**src/rtl/uart_pkg.sv**
```systemverilog
// Shared UART definitions: receive/transmit FSM states, frame configuration
// and the legal oversampling ratios.
package uart_pkg;

    localparam logic [5:0] PRESCALE_X8  = 6'd8;
    localparam logic [5:0] PRESCALE_X16 = 6'd16;
    localparam logic [5:0] PRESCALE_X32 = 6'd32;

    typedef enum logic [2:0] {
        IDLE,
        START,
        DATA,
        PARITY,
        STOP
    } rx_state_t;

    typedef enum logic [2:0] {
        TX_IDLE,
        TX_START,
        TX_DATA,
        TX_PARITY,
        TX_STOP
    } tx_state_t;

    // Frame settings captured once per frame so mid-frame input changes are ignored.
    typedef struct packed {
        logic [5:0] prescale;
        logic       par_en;
        logic       par_typ;
    } uart_cfg_t;

    function automatic logic is_legal_prescale(input logic [5:0] prescale);
        return (prescale == PRESCALE_X8) || (prescale == PRESCALE_X16) ||
               (prescale == PRESCALE_X32);
    endfunction

endpackage

```
**src/rtl/uart_rx_sampler.sv**
```systemverilog
// Bit-period timing for the UART receiver: edge/bit counters and a 2-of-3
// majority vote taken around the middle of each bit.
module uart_rx_sampler #(
    parameter int BW = 4
) (
    input  logic          clk,
    input  logic          rst_n,
    input  logic          run,
    input  logic          bit_clr,
    input  logic          rx,
    input  logic [5:0]    prescale,
    output logic [BW-1:0] bit_cnt,
    output logic          bit_done,
    output logic          sample
);

    logic [4:0] edge_cnt;
    logic [5:0] edge_ext;
    logic [5:0] half;
    logic [2:0] votes;

    assign edge_ext = {1'b0, edge_cnt};
    assign half     = prescale >> 1;
    assign bit_done = run && (edge_ext == prescale - 6'd1);
    assign sample   = (votes[0] & votes[1]) | (votes[0] & votes[2]) | (votes[1] & votes[2]);

    // NOTE: every register here is sequential state, so all updates are
    // non-blocking; blocking assignments would race with the FSM reading them.
    always_ff @(posedge clk or negedge rst_n) begin
        if (!rst_n) begin
            edge_cnt <= '0;
            bit_cnt  <= '0;
            votes    <= '0;
        end else begin
            if (!run || bit_done) begin
                edge_cnt <= '0;
            end else begin
                edge_cnt <= edge_cnt + 5'd1;
            end

            if (bit_clr) begin
                bit_cnt <= '0;
            end else if (bit_done) begin
                bit_cnt <= bit_cnt + BW'(1);
            end

            if (run) begin
                if (edge_ext == half - 6'd1) votes[0] <= rx;
                if (edge_ext == half)        votes[1] <= rx;
                if (edge_ext == half + 6'd1) votes[2] <= rx;
            end
        end
    end

endmodule

```
**src/rtl/uart_rx.sv**
```systemverilog
// UART receiver: start/data/parity/stop framing FSM with parity and stop
// checking; bit timing and majority sampling live in uart_rx_sampler.
module uart_rx
    import uart_pkg::*;
#(
    parameter int DATA_WIDTH = 8
) (
    input  logic                  clk,
    input  logic                  rst_n,
    input  logic                  RX_IN,
    input  logic [5:0]            Prescale,
    input  logic                  PAR_EN,
    input  logic                  PAR_TYP,
    output logic [DATA_WIDTH-1:0] P_DATA,
    output logic                  data_valid,
    output logic                  parity_error,
    output logic                  stop_error
);

    localparam int BW = $clog2(DATA_WIDTH + 1);

    rx_state_t             state;
    uart_cfg_t             cfg_q;
    logic [DATA_WIDTH-1:0] shift_reg;
    logic                  frame_err;
    logic                  run;
    logic                  bit_clr;
    logic                  bit_done;
    logic                  sample;
    logic [BW-1:0]         bit_cnt;
    logic                  last_data_bit;
    logic                  exp_parity;

    assign run           = (state != IDLE);
    assign bit_clr       = (state != DATA);
    assign last_data_bit = (bit_cnt == BW'(DATA_WIDTH - 1));
    assign exp_parity    = (^shift_reg) ^ cfg_q.par_typ;

    uart_rx_sampler #(
        .BW(BW)
    ) u_sampler (
        .clk      (clk),
        .rst_n    (rst_n),
        .run      (run),
        .bit_clr  (bit_clr),
        .rx       (RX_IN),
        .prescale (cfg_q.prescale),
        .bit_cnt  (bit_cnt),
        .bit_done (bit_done),
        .sample   (sample)
    );

    always_ff @(posedge clk or negedge rst_n) begin
        if (!rst_n) begin
            state        <= IDLE;
            cfg_q        <= '{prescale: PRESCALE_X16, par_en: 1'b0, par_typ: 1'b0};
            shift_reg    <= '0;
            frame_err    <= 1'b0;
            P_DATA       <= '0;
            data_valid   <= 1'b0;
            parity_error <= 1'b0;
            stop_error   <= 1'b0;
        end else begin
            data_valid   <= 1'b0;
            parity_error <= 1'b0;
            stop_error   <= 1'b0;

            case (state)
                IDLE: begin
                    if (!RX_IN) begin
                        state     <= START;
                        cfg_q     <= '{prescale: Prescale, par_en: PAR_EN, par_typ: PAR_TYP};
                        frame_err <= 1'b0;
                    end
                end

                START: begin
                    if (bit_done) begin
                        // A high start sample means the falling edge was a glitch.
                        state <= sample ? IDLE : DATA;
                    end
                end

                DATA: begin
                    if (bit_done) begin
                        shift_reg <= {sample, shift_reg[DATA_WIDTH-1:1]};
                        if (last_data_bit) begin
                            state <= cfg_q.par_en ? PARITY : STOP;
                        end
                    end
                end

                PARITY: begin
                    if (bit_done) begin
                        if (sample != exp_parity) begin
                            parity_error <= 1'b1;
                            frame_err    <= 1'b1;
                        end
                        state <= STOP;
                    end
                end

                STOP: begin
                    if (bit_done) begin
                        if (!sample) begin
                            stop_error <= 1'b1;
                        end else if (!frame_err) begin
                            P_DATA     <= shift_reg;
                            data_valid <= 1'b1;
                        end
                        // Line already low at the end of stop: next start bit, back to back.
                        if (!RX_IN) begin
                            state     <= START;
                            cfg_q     <= '{prescale: Prescale, par_en: PAR_EN, par_typ: PAR_TYP};
                            frame_err <= 1'b0;
                        end else begin
                            state <= IDLE;
                        end
                    end
                end

                default: state <= IDLE;
            endcase
        end
    end

endmodule

```
**config.mk**
```make
export PLATFORM = sky130hd
export DESIGN_NAME = uart_rx
export DESIGN_NICKNAME = d
export VERILOG_FILES = /design/src/rtl/uart_pkg.sv /design/src/rtl/uart_rx_sampler.sv /design/src/rtl/uart_rx.sv
export SDC_FILE = /design/constraint.sdc
export NUM_CORES = 1
export LEC_CHECK = 0
export BUFFER_PORTS_ARGS = -buffer_cell sky130_fd_sc_hd__buf_2
export CORE_ASPECT_RATIO = 1.25
export CORE_UTILIZATION = 60
export DETAILED_ROUTE_END_ITERATION = 12
export PLACE_DENSITY = 0.8
export SKIP_LAST_GASP = 1
export SYNTH_ARGS = -nofsm -noshare
export SYNTH_HDL_FRONTEND = slang
export SYNTH_SLANG_ARGS = --single-unit
```
**constraint.sdc**
```tcl
create_clock -name clk -period 6.6 [get_ports clk]
set_clock_uncertainty 0.2 [all_clocks]
set_input_delay 0.33 -clock clk [delete_from_list [all_inputs] [get_ports clk]]
set_output_delay 0.33 -clock clk [all_outputs]
set_load 0.02 [all_outputs]
```
==> impl_metrics.toml, run 1 <==
[sta]
drv_slew = 0
hold_viol_final = 42
worst_hold_slack_ns = -0.0203
finalCritPeriodShare_pct = 49.8
slew_headroom_pct = 38.5
rsz0062_at_grt = "false"
max_freq_mhz = 305
setup_tns_ns = 0
setup_viol = 0
tightest_slew_ns = 0.922
period_minus_slack_ns = 3.28

[pwr]
pwr-share-clk_pct = 20.5
power.internal_uw = 522
ir_drop_v = 0.000257
p_comb_share_pct = 32.9
seq_power_share_pct = 46.6
p_leak_nw = 1.25
p_sw_uw = 274
power_density_mw_per_mm2 = 308
p_sw_share_pct = 34.4

[clocking]
h-tree-depth = 2
numCtsBuffers = 5
ctsResizeCount = 0
clk_path_buf_depth = 2
clk_latency_ns = 0.29
cts-root-buf = "clkbuf_8"
cts.repair_timing.setup_buffer_count = 0
cts_tree = "built"
cts_sinks = 43
clk_pin_slew_ns = 0.08
postCtsHoldBufs = 0

[place]
dp.cells = 275
dp_hpwl_um = 2930
io_buffers = 21
gp_congestion = 0.843

[routing]
drt-total-wl_um = 3940
firstDrtPassIters = 4
drtAntennaViolNets = 0
viasPerCell = 5.61
drtIter0Drc = 52
wire_per_inst_um = 14.0
route.vias.total = 1582
drc_errors = 0

[setup_path]
endpoint_kind = "flop"
crit_required_ns = 6.58
slowest_stage = "or4_1"
critical_path_buf_inv_count = 1
critPathLaunchType = "flop"
cp_max_fo = 12
crit_path_cell_trace = "inv_1 -> ha_1 -> a21boi_1 -> xnor2_1 -> nor4_4 -> nand2_2 -> or4_1 -> mux2_4"
critical_path_class = "reg -> reg"
worstPathArrival_ns = 3.26
crit_family = "simple AND/OR/NAND/NOR gates"
slowest_delay_ns = 0.81

[floorplanning]
initial_core_util_pct = 62.9
die_h_um = 72.4
core_area_mm2 = 0.00378
die_w_um = 58.3
top_level_ports = 22
dieArea_mm2 = 0.00423
rows = 25

[cells_and_area]
utilization_pct = 68.2
final_cell_mix = "dfrtp_1 (42), buf_2 (21), mux2_2 (20)"
fill_cells = 287
areaGrowthSynthToFinish_pct = 8.46
num_antenna_cells = 0
fin_cells = 282
drive_above_1_share_pct = 28.1
nNetsFinal = 245
final_common_cell = "dfrtp_1"

[global_route]
grt-ovfl-total = 0
grt_max_degree = 44
grt_first_pass_wirelength_um = 6610
grt_pass1_vias = 1529
antenna_found_initial = 0
track_usage_pct = 20.9

[logic_synthesis]
async_flop_share_pct = 100
avgSynthCellArea_um2 = 11.2
synth.distinct_cells = 44
synth-seq-cells = 43
synth_area_mm2 = 0.00238
ys_seq_area_share_pct = 45.2
synth_ff_type = "dfrtp_1"
syn_inst = 212
syn-num-nets = 229
yosysWarnings = 0
synth-edff-count = 0

[status]
violations = "hold timing"
status = "complete, but fails checks"

[hold_path]
hp-class = "in -> async"

[job]
drv_cap = 0
[routing by layer]
layer	up-vias	track usage, %	part of all wire, %
met1	775	23.5	43
met4	0	7.67	1.6
li1	769	-	-
met3	8	5.17	2.8
met2	30	37.5	52
met5	-	0	0
[Yosys cell counts (all sizes together) (2+ instances only)]
| cell type | count | area share, % |
|---|---|---|
| dfrtp | 42 | 44 |
| mux2 | 28 | 15 |
| xnor2 | 20 | 8.0 |
| nand2 | 17 | 2.8 |
| xor2 | 12 | 4.4 |
| nand3 | 10 | 2.1 |
| nor2 | 10 | 1.6 |
| inv | 7 | 1.1 |
| buf | 6 | 1.5 |
| clkbuf | 6 | 0.95 |
| ha | 6 | 3.2 |
| o21ai | 5 | 1.1 |
| nor3 | 4 | 0.84 |
| nand4 | 3 | 0.79 |
| nor4 | 3 | 1.4 |
| or4 | 3 | 0.95 |
| a21o | 2 | 0.63 |
| a31oi | 2 | 0.53 |
| nand2b | 2 | 0.53 |
| nand3b | 2 | 0.63 |
| nor3b | 2 | 0.63 |
| o2111ai | 2 | 0.74 |
| o211ai | 2 | 0.63 |
[cells by family after synthesis]
logic type / synth area share (%)
mux: 14.9
compound gates: 6.73
flops: 45.2
xor+xnor: 12.4
fa+ha+maj: 3.57
buf+inv: 3.57
simple gates: 13.6
[power by group through the flow]
stage	sequential, mW	combinational [mW]	clock, mW
2_1_floorplan	0.342	0.241	0
3_3_place_gp	0.374	0.254	0
3_5_place_dp	0.376	0.261	0
4_1_cts	0.371	0.264	0.168
5_1_grt	0.378	0.288	0.178
6_report	0.371	0.261	0.163
[area by class of cell]
type / instances / area (um2) / share of cell area, %
clock buffer: 6 / 82.6 / 3.20
clock inverter: 1 / 5.00 / 0.194
inverter: 7 / 26.3 / 1.02
multi-input combinational: 150 / 1220 / 47.2
sequential: 43 / 1080 / 41.7
tap: 54 / 67.6 / 2.62
timing repair buffer: 21 / 105 / 4.07
[worst reg2reg max path: cells and delay by family, from the launching register on]
family	cells	cell delay, ns
compound gates	1	0.16
xor+xnor	1	0.16
fa+ha+maj	1	0.25
buf+inv	1	0.12
flops	1	0.53
mux	1	0.39
simple gates	3	1.37
[worst paths after layout]
| path | startpoint | to | slack (ns) | depth (start not counted) |
|---|---|---|---|---|
| worst max-delay path | cfg_q[4] | P_DATA[2] | 3.32 | 8 |
| worst min-delay path | rst_n | parity_error | -0.02 | 1 |
| worst max register to register | cfg_q[4] | P_DATA[2] | 3.32 | 8 |
| worst min register to register | P_DATA[5] | P_DATA[5] | 0.31 | 1 |
| max in group asynchronous | rst_n | u_sampler.edge_cnt[4] | 5.65 | 1 |
| min in group clk | PAR_TYP | cfg_q[0] | 0.07 | 2 |
[stage by stage]
stage / setup WS, ns / total power [mW] / cell area (um2)
2_1_floorplan: 3.81 / 0.583 / 2380
3_3_place_gp: 3.42 / 0.628 / 2490
3_5_place_dp: 3.32 / 0.637 / 2490
4_1_cts: 3.32 / 0.803 / 2580
5_1_grt: 3.12 / 0.844 / 2580
6_report: 3.32 / 0.796 / 2580
Power figures use the tool's default switching activity.
==> run 2, diff against run 1 <==
--- a/config.mk
+++ b/config.mk
@@ -7,9 +7,9 @@
 export LEC_CHECK = 0
 export BUFFER_PORTS_ARGS = -buffer_cell sky130_fd_sc_hd__buf_2
 export CORE_ASPECT_RATIO = 1.25
-export CORE_UTILIZATION = 60
+export CORE_UTILIZATION = 53
 export DETAILED_ROUTE_END_ITERATION = 12
-export PLACE_DENSITY = 0.8
+export PLACE_DENSITY = 0.75
 export SKIP_LAST_GASP = 1
 export SYNTH_ARGS = -nofsm -noshare
 export SYNTH_HDL_FRONTEND = slang
==> constraint.sdc (replaced) <==
create_clock -name clk -period 2.8 [get_ports clk]
set_clock_uncertainty 0.2 [all_clocks]
set_input_delay 0.14 -clock clk [delete_from_list [all_inputs] [get_ports clk]]
set_output_delay 0.14 -clock clk [all_outputs]
set_load 0.02 [all_outputs]
==> run 2 against run 1 <==
Against the previous run: register-to-register slack worse by 3.2 ns; cell count grew 8.9%; combinational power grew to 2.7 times the previous value; fmax rose by 23%; global-route usage rose by 0.75 points; clock power rose by 150%; flip-flop and latch count is the same; routed wire length up 13%; die area is 13% higher; the flow now finishes without violations; critical path depth increased by 1.
==> impl_metrics.toml, run 2 (same netlist as run 1, synthesis figures left out) <==
[status]
status = "completed"

[floorplanning]
rows = 26
initial_core_util_pct = 56.7
die_h_um = 76.9
dieArea_mm2 = 0.00477
core_area_mm2 = 0.00420
die_w_um = 62.0
top_level_ports = 22

[cells_and_area]
fin_cells = 307
utilization_pct = 66.9
num_antenna_cells = 0
multiInputGateArea_mm2 = 0.00124
drive_above_1_share_pct = 32.7
fill_cells = 324
final_cell_mix = "dfrtp_1 (42), buf_2 (21), mux2_2 (20)"
nNetsFinal = 267
final_common_cell = "dfrtp_1"
fin_area_mm2 = 0.00281
final-seq-area_mm2 = 0.00108
areaGrowthSynthToFinish_pct = 17.9

[setup_path]
critical_path_class = "reg -> reg"
crit_required_ns = 2.79
critPathLaunchType = "flop"
endpoint_kind = "flop"
worstPathArrival_ns = 2.67
cp_max_fo = 9

[clocking]
cts_tree = "built"
h-tree-depth = 2
numCtsBuffers = 5
clk_pin_slew_ns = 0.09
clk_path_buf_depth = 2
clk_latency_ns = 0.30
cts_sinks = 43
cts-root-buf = "clkbuf_8"

[pwr]
ir_drop_v = 0.000561
seq_power_share_pct = 43.7
p_sw_share_pct = 35.3
power.internal_mw = 1.26
p_comb_share_pct = 35.7
p_sw_uw = 688
p_leak_nw = 1.35
pwr-share-clk_pct = 20.7
power_density_mw_per_mm2 = 694
p_total_mw = 1.95

[place]
dp.cells = 288
gp_congestion = 0.871
dp_hpwl_um = 3170
io_buffers = 21
placed_area_mm2 = 0.00258

[job]
drv_cap = 0

[global_route]
track_usage_pct = 21.6
antenna_found_initial = 0
grt_first_pass_wirelength_um = 7630
grt_max_degree = 44
grt_pass1_vias = 1686
grt-ovfl-total = 0

[sta]
finalCritPeriodShare_pct = 95.7
period_minus_slack_ns = 2.68
drv_slew = 0
slew_headroom_pct = 38.8
hold_viol_final = 0
setup_viol = 0
setup_tns_ns = 0
tightest_slew_ns = 0.918
max_freq_mhz = 373

[routing]
firstDrtPassIters = 4
drt-total-wl_um = 4460
drtAntennaViolNets = 0
viasPerCell = 5.42
drc_errors = 0
drtIter0Drc = 59
route.vias.total = 1664
wire_per_inst_um = 14.5

[hold_path]
hp-class = "in -> async"
[run 2: changes by cell type in the layout (fill, tap and decap cells not counted), moves of 2 or more]
cell	delta
inv_2	+2
inv_1	-2
clkinvlp_4	+2
buf_4	+11
nor3b_2	+2
dlygate4sd3_1	+10
nor3b_1	-2
[run 2: worst max-delay path, stage by stage (launching register included)]
cell	delay (ns)
dfrtp_1	0.39
inv_2	0.10
ha_4	0.15
nor3b_2	0.18
xnor2_1	0.13
nor4_4	0.33
nand2_2	0.10
or4_1	0.53
buf_6	0.17
mux2_4	0.30
[run 2: metal layers]
layer | global-route usage, % | wire length, um
met5 | 0 | 0
met3 | 4.22 | 127
met4 | 8.44 | 108
met2 | 35.2 | 2270
met1 | 27.2 | 1950
[run 2: power groups by stage]
stage | sequential [mW] | combinational (mW) | clock (mW)
floorplan | 0.806 | 0.568 | 0
global placement | 0.861 | 0.661 | 0
detailed placement | 0.862 | 0.676 | 0
CTS | 0.849 | 0.692 | 0.416
global route | 0.863 | 0.781 | 0.450
finish | 0.850 | 0.694 | 0.402
[run 2: path summary, 6_finish.rpt]
path | start | end | slack [ns] | cells after the start
max reg2reg | cfg_q[3] | P_DATA[1] | 0.12 | 9
max | cfg_q[3] | P_DATA[1] | 0.12 | 9
min in group clk | P_DATA[3] | P_DATA[3] | 0.31 | 1
min reg2reg | P_DATA[3] | P_DATA[3] | 0.31 | 1
max in group asynchronous | rst_n | cfg_q[7] | 1.52 | 2
min | rst_n | u_sampler.bit_cnt[3] | 0.30 | 2
[run 2: final cells by class]
cell class	count	share of cell area [%]
Multi-Input combinational cell	150	44.2
Clock buffer	5	2.45
Clock inverter	3	0.847
Tap cell	56	2.50
Inverter	7	0.936
Sequential cell	43	38.4
Timing Repair Buffer	43	10.7
[run 2: stage by stage]
| step | hold slack [ns] | setup WS, ns |
|---|---|---|
| floorplan | -0.356 | 0.0109 |
| global placement | 0.136 | 0.169 |
| detailed placement | 0.138 | 0.0773 |
| CTS | 0.315 | 0.0352 |
| global route | 0.336 | -0.0214 |
| finish | 0.305 | 0.120 |
[run 2: what timing repair did]
item                                   4_1_cts  5_1_grt
setup endpoints to repair                    0       14
setup buffers                                0        1
hold buffers                                10        0
gates resized for setup                      0        7
endpoints found under the hold margin       53        0
==> run 3, diff against run 2 <==
--- a/config.mk
+++ b/config.mk
@@ -5,11 +5,12 @@
 export SDC_FILE = /design/constraint.sdc
 export NUM_CORES = 1
 export LEC_CHECK = 0
+export ABC_AREA = 1
 export BUFFER_PORTS_ARGS = -buffer_cell sky130_fd_sc_hd__buf_2
 export CORE_ASPECT_RATIO = 1.25
-export CORE_UTILIZATION = 53
+export CORE_UTILIZATION = 54
 export DETAILED_ROUTE_END_ITERATION = 12
-export PLACE_DENSITY = 0.75
+export PLACE_DENSITY = 0.76
 export SKIP_LAST_GASP = 1
 export SYNTH_ARGS = -nofsm -noshare
 export SYNTH_HDL_FRONTEND = slang
==> run 3 against run 2 <==
Against the previous run: the run now ends with hold timing left; final area grew 2.7%; core utilization shrank 2.3 points; fmax grew 19%; sequential share of layout area shrank 1.0 points; register-to-register slack gained 0.43 ns; first-iteration DRC count grew to 2.7 times the previous value; cell count grew 41%; worst hold slack lost 0.31 ns; via count grew 31%; total power grew 35%; flip-flop and latch count is the same; critical endpoint is now cfg_q[0]; largest cell class unchanged; highest routed layer unchanged.
==> impl_metrics.toml, run 3 <==
[hold_path]
whs_endpoint = "u_sampler.votes[0]"
min_delay_path_depth = 3
hp-class = "in -> reg"
worstHoldStart = "RX_IN"

[clocking]
cts_sinks = 43
cts.repair_timing.setup_buffer_count = 0
cts-root-buf = "clkbuf_8"
cts_tree = "built"
h-tree-depth = 2
clk_latency_ns = 0.29
clk_path_buf_depth = 2
numCtsBuffers = 5
clk_pin_slew_ns = 0.07

[place]
dp_hpwl_um = 3710
gp_congestion = 0.893
placed_area_mm2 = 0.00267
io_buffers = 21
dp.cells = 416

[floorplanning]
die_w_um = 63.4
die_h_um = 78.8
top_level_ports = 22
initial_core_util_pct = 57.1
rows = 27
dieArea_mm2 = 0.00500
core_area_mm2 = 0.00446

[setup_path]
endpoint_kind = "flop"
cp_max_fo = 14
critical_path_class = "reg -> reg"
reg2reg_from = "cfg_q[3]"
cp_common_cell = "nand2_1"
crit_required_ns = 2.79
slowest_delay_ns = 0.43
reg2reg_setup_slack_ns = 0.55
worstPathArrival_ns = 2.24
crit_path_cell_trace = "inv_1 -> ha_1 -> inv_1 -> nand2_1 -> nand2_1 -> nor2_1 -> nand3_2 -> nor2_4 -> inv_4 -> nand2_4 -> nand2_2 -> nand2_1 -> nand2_1"
slowest_stage = "dfrtp_1"
rr_worst_depth = 13
rr_endpoint = "cfg_q[0]"
critPathLaunchType = "flop"

[global_route]
use_met1_pct = 27.6
grt_pass1_vias = 2078
grt.met2_usage_pct = 38.5
track_usage_pct = 22.6
grt_first_pass_wirelength_um = 8870
grt-busiest-layer = "met2"
grt_max_degree = 44
grt-ovfl-total = 0
use_met3_pct = 4.31
antenna_found_initial = 0

[cells_and_area]
final_cell_mix = "nand2_1 (132), dfrtp_1 (42), inv_1 (36)"
drive_above_1_share_pct = 13.3
final_common_cell = "nand2_1"
fin_cells = 433
fill_cells = 414
nNetsFinal = 391
areaGrowthSynthToFinish_pct = 13.2
num_antenna_cells = 0
fin_area_mm2 = 0.00288

[logic_synthesis]
synth_ff_type = "dfrtp_1"
synth-simple-area-share_pct = 35.1
post-synth-top-area-fraction_pct = 41.3
yosys-top-cells-area = "dfrtp_1 (41%), nand2_1 (19%), inv_1 (5.3%), nand3_1 (4.9%), nor2_1 (3.8%)"
synth_top_family_by_area = "simple AND/OR/NAND/NOR gates"
synth_fa_ha_area_share_pct = 2.95
ys_seq_area_share_pct = 42.3
yosysWarnings = 0
async_flop_share_pct = 100
synth_compound_area_share_pct = 7.47
synth-seq-cells = 43
syn_inst = 342
synthTopCellsByCount = "nand2_1 (132), dfrtp_1 (42), inv_1 (36), nor2_1 (26), nand3_1 (25)"
syn-num-nets = 359
synthMuxAreaShare_pct = 0
yosysTopAreaCell = "dfrtp_1"
yosys.area_share.xor_xnor_pct = 4.13
synth.distinct_cells = 32
avgSynthCellArea_um2 = 7.45
yosysMostFrequentCell = "nand2_1"
synth-edff-count = 0
synth_area_mm2 = 0.00255

[routing]
drtAntennaViolNets = 0
wire_per_inst_um = 11.5
route.vias.total = 2178
drt-total-wl_um = 4970
drc_errors = 0
drtIter0Drc = 157
firstDrtPassIters = 4
viasPerCell = 5.03

[sta]
period_minus_slack_ns = 2.25
finalCritPeriodShare_pct = 80.5
worst_hold_slack_ns = -0.00102
drv_slew = 0
tightest_slew_ns = 0.916
rsz0062_at_grt = "false"
setup_viol = 0
setup_tns_ns = 0
max_freq_mhz = 444
hold_viol_final = 1
slew_headroom_pct = 38.9

[pwr]
power_density_mw_per_mm2 = 911
p_leak_nw = 1.56
ir_drop_v = 0.000546

[job]
drv_cap = 0

[status]
violations = "hold timing"
status = "complete, but fails checks"
[run 3: metrics by stage]
stage | hold WS, ns | total power, mW | utilization [%] | setup slack [ns]
finish | -0.00102 | 2.63 | 64.6 | 0.546
global route | 0.0358 | 2.89 | 64.6 | 0.310
CTS | 0.00391 | 2.64 | 64.6 | 0.529
global placement | 0.133 | 2.12 | 60.0 | 0.566
floorplan | -0.356 | 1.89 | - | 0.778
detailed placement | 0.145 | 2.14 | 60.0 | 0.546
[run 3: worst max path at each step]
stage / slack, ns / end / from
2_1_floorplan: 0.78 / P_DATA[6] / cfg_q[3]
6_report: 0.55 / cfg_q[0] / cfg_q[3]
3_5_place_dp: 0.55 / shift_reg[7] / cfg_q[3]
4_1_cts: 0.53 / shift_reg[1] / cfg_q[3]
3_3_place_gp: 0.57 / shift_reg[1] / cfg_q[3]
5_1_grt: 0.31 / cfg_q[2] / cfg_q[3]
[run 3: per-layer routing]
| layer | vias to the layer above | share of wire, % |
|---|---|---|
| met5 | - | 0 |
| met4 | 0 | 1.6 |
| met3 | 9 | 2.9 |
| met2 | 41 | 52 |
| met1 | 988 | 44 |
| li1 | 1140 | - |
[run 3: what timing repair did]
item                      4_1_cts  5_1_grt
hold endpoints to repair       50        0
resized for setup               0        0
hold buffers                    9        0
[run 3: cells by family (layout without fill, tap and decap cells)]
group                    Yosys count  after routing
XOR/XNOR                          12             12
AO/OA/AOI/OAI                     32             32
flip-flops                        43             43
AND/OR/NAND/NOR                  204            204
adder cells (fa/ha/maj)            6              6
buffers and inverters             45             78
[run 3: power by group]
group          internal (mW)  switching, mW
registers              0.760          0.192
clock network          0.288          0.204
logic                  0.420          0.761
[run 3: critical path: cells and delay by family, from the launching register on]
kind	cells	cell delay (ns)
and+or+nand+nor	9	0.96
adders and majority gates	1	0.31
buffers and inverters	3	0.25
DFF	1	0.43
[run 3: area by class of cell]
type	instances	area (um2)	area share, %
Timing Repair Buffer	30	195	6.77
Tap cell	58	72.6	2.52
Inverter	40	154	5.34
Multi-Input combinational cell	254	1260	43.9
Clock buffer	6	82.6	2.87
Sequential cell	43	1080	37.4
Clock inverter	2	35.0	1.22
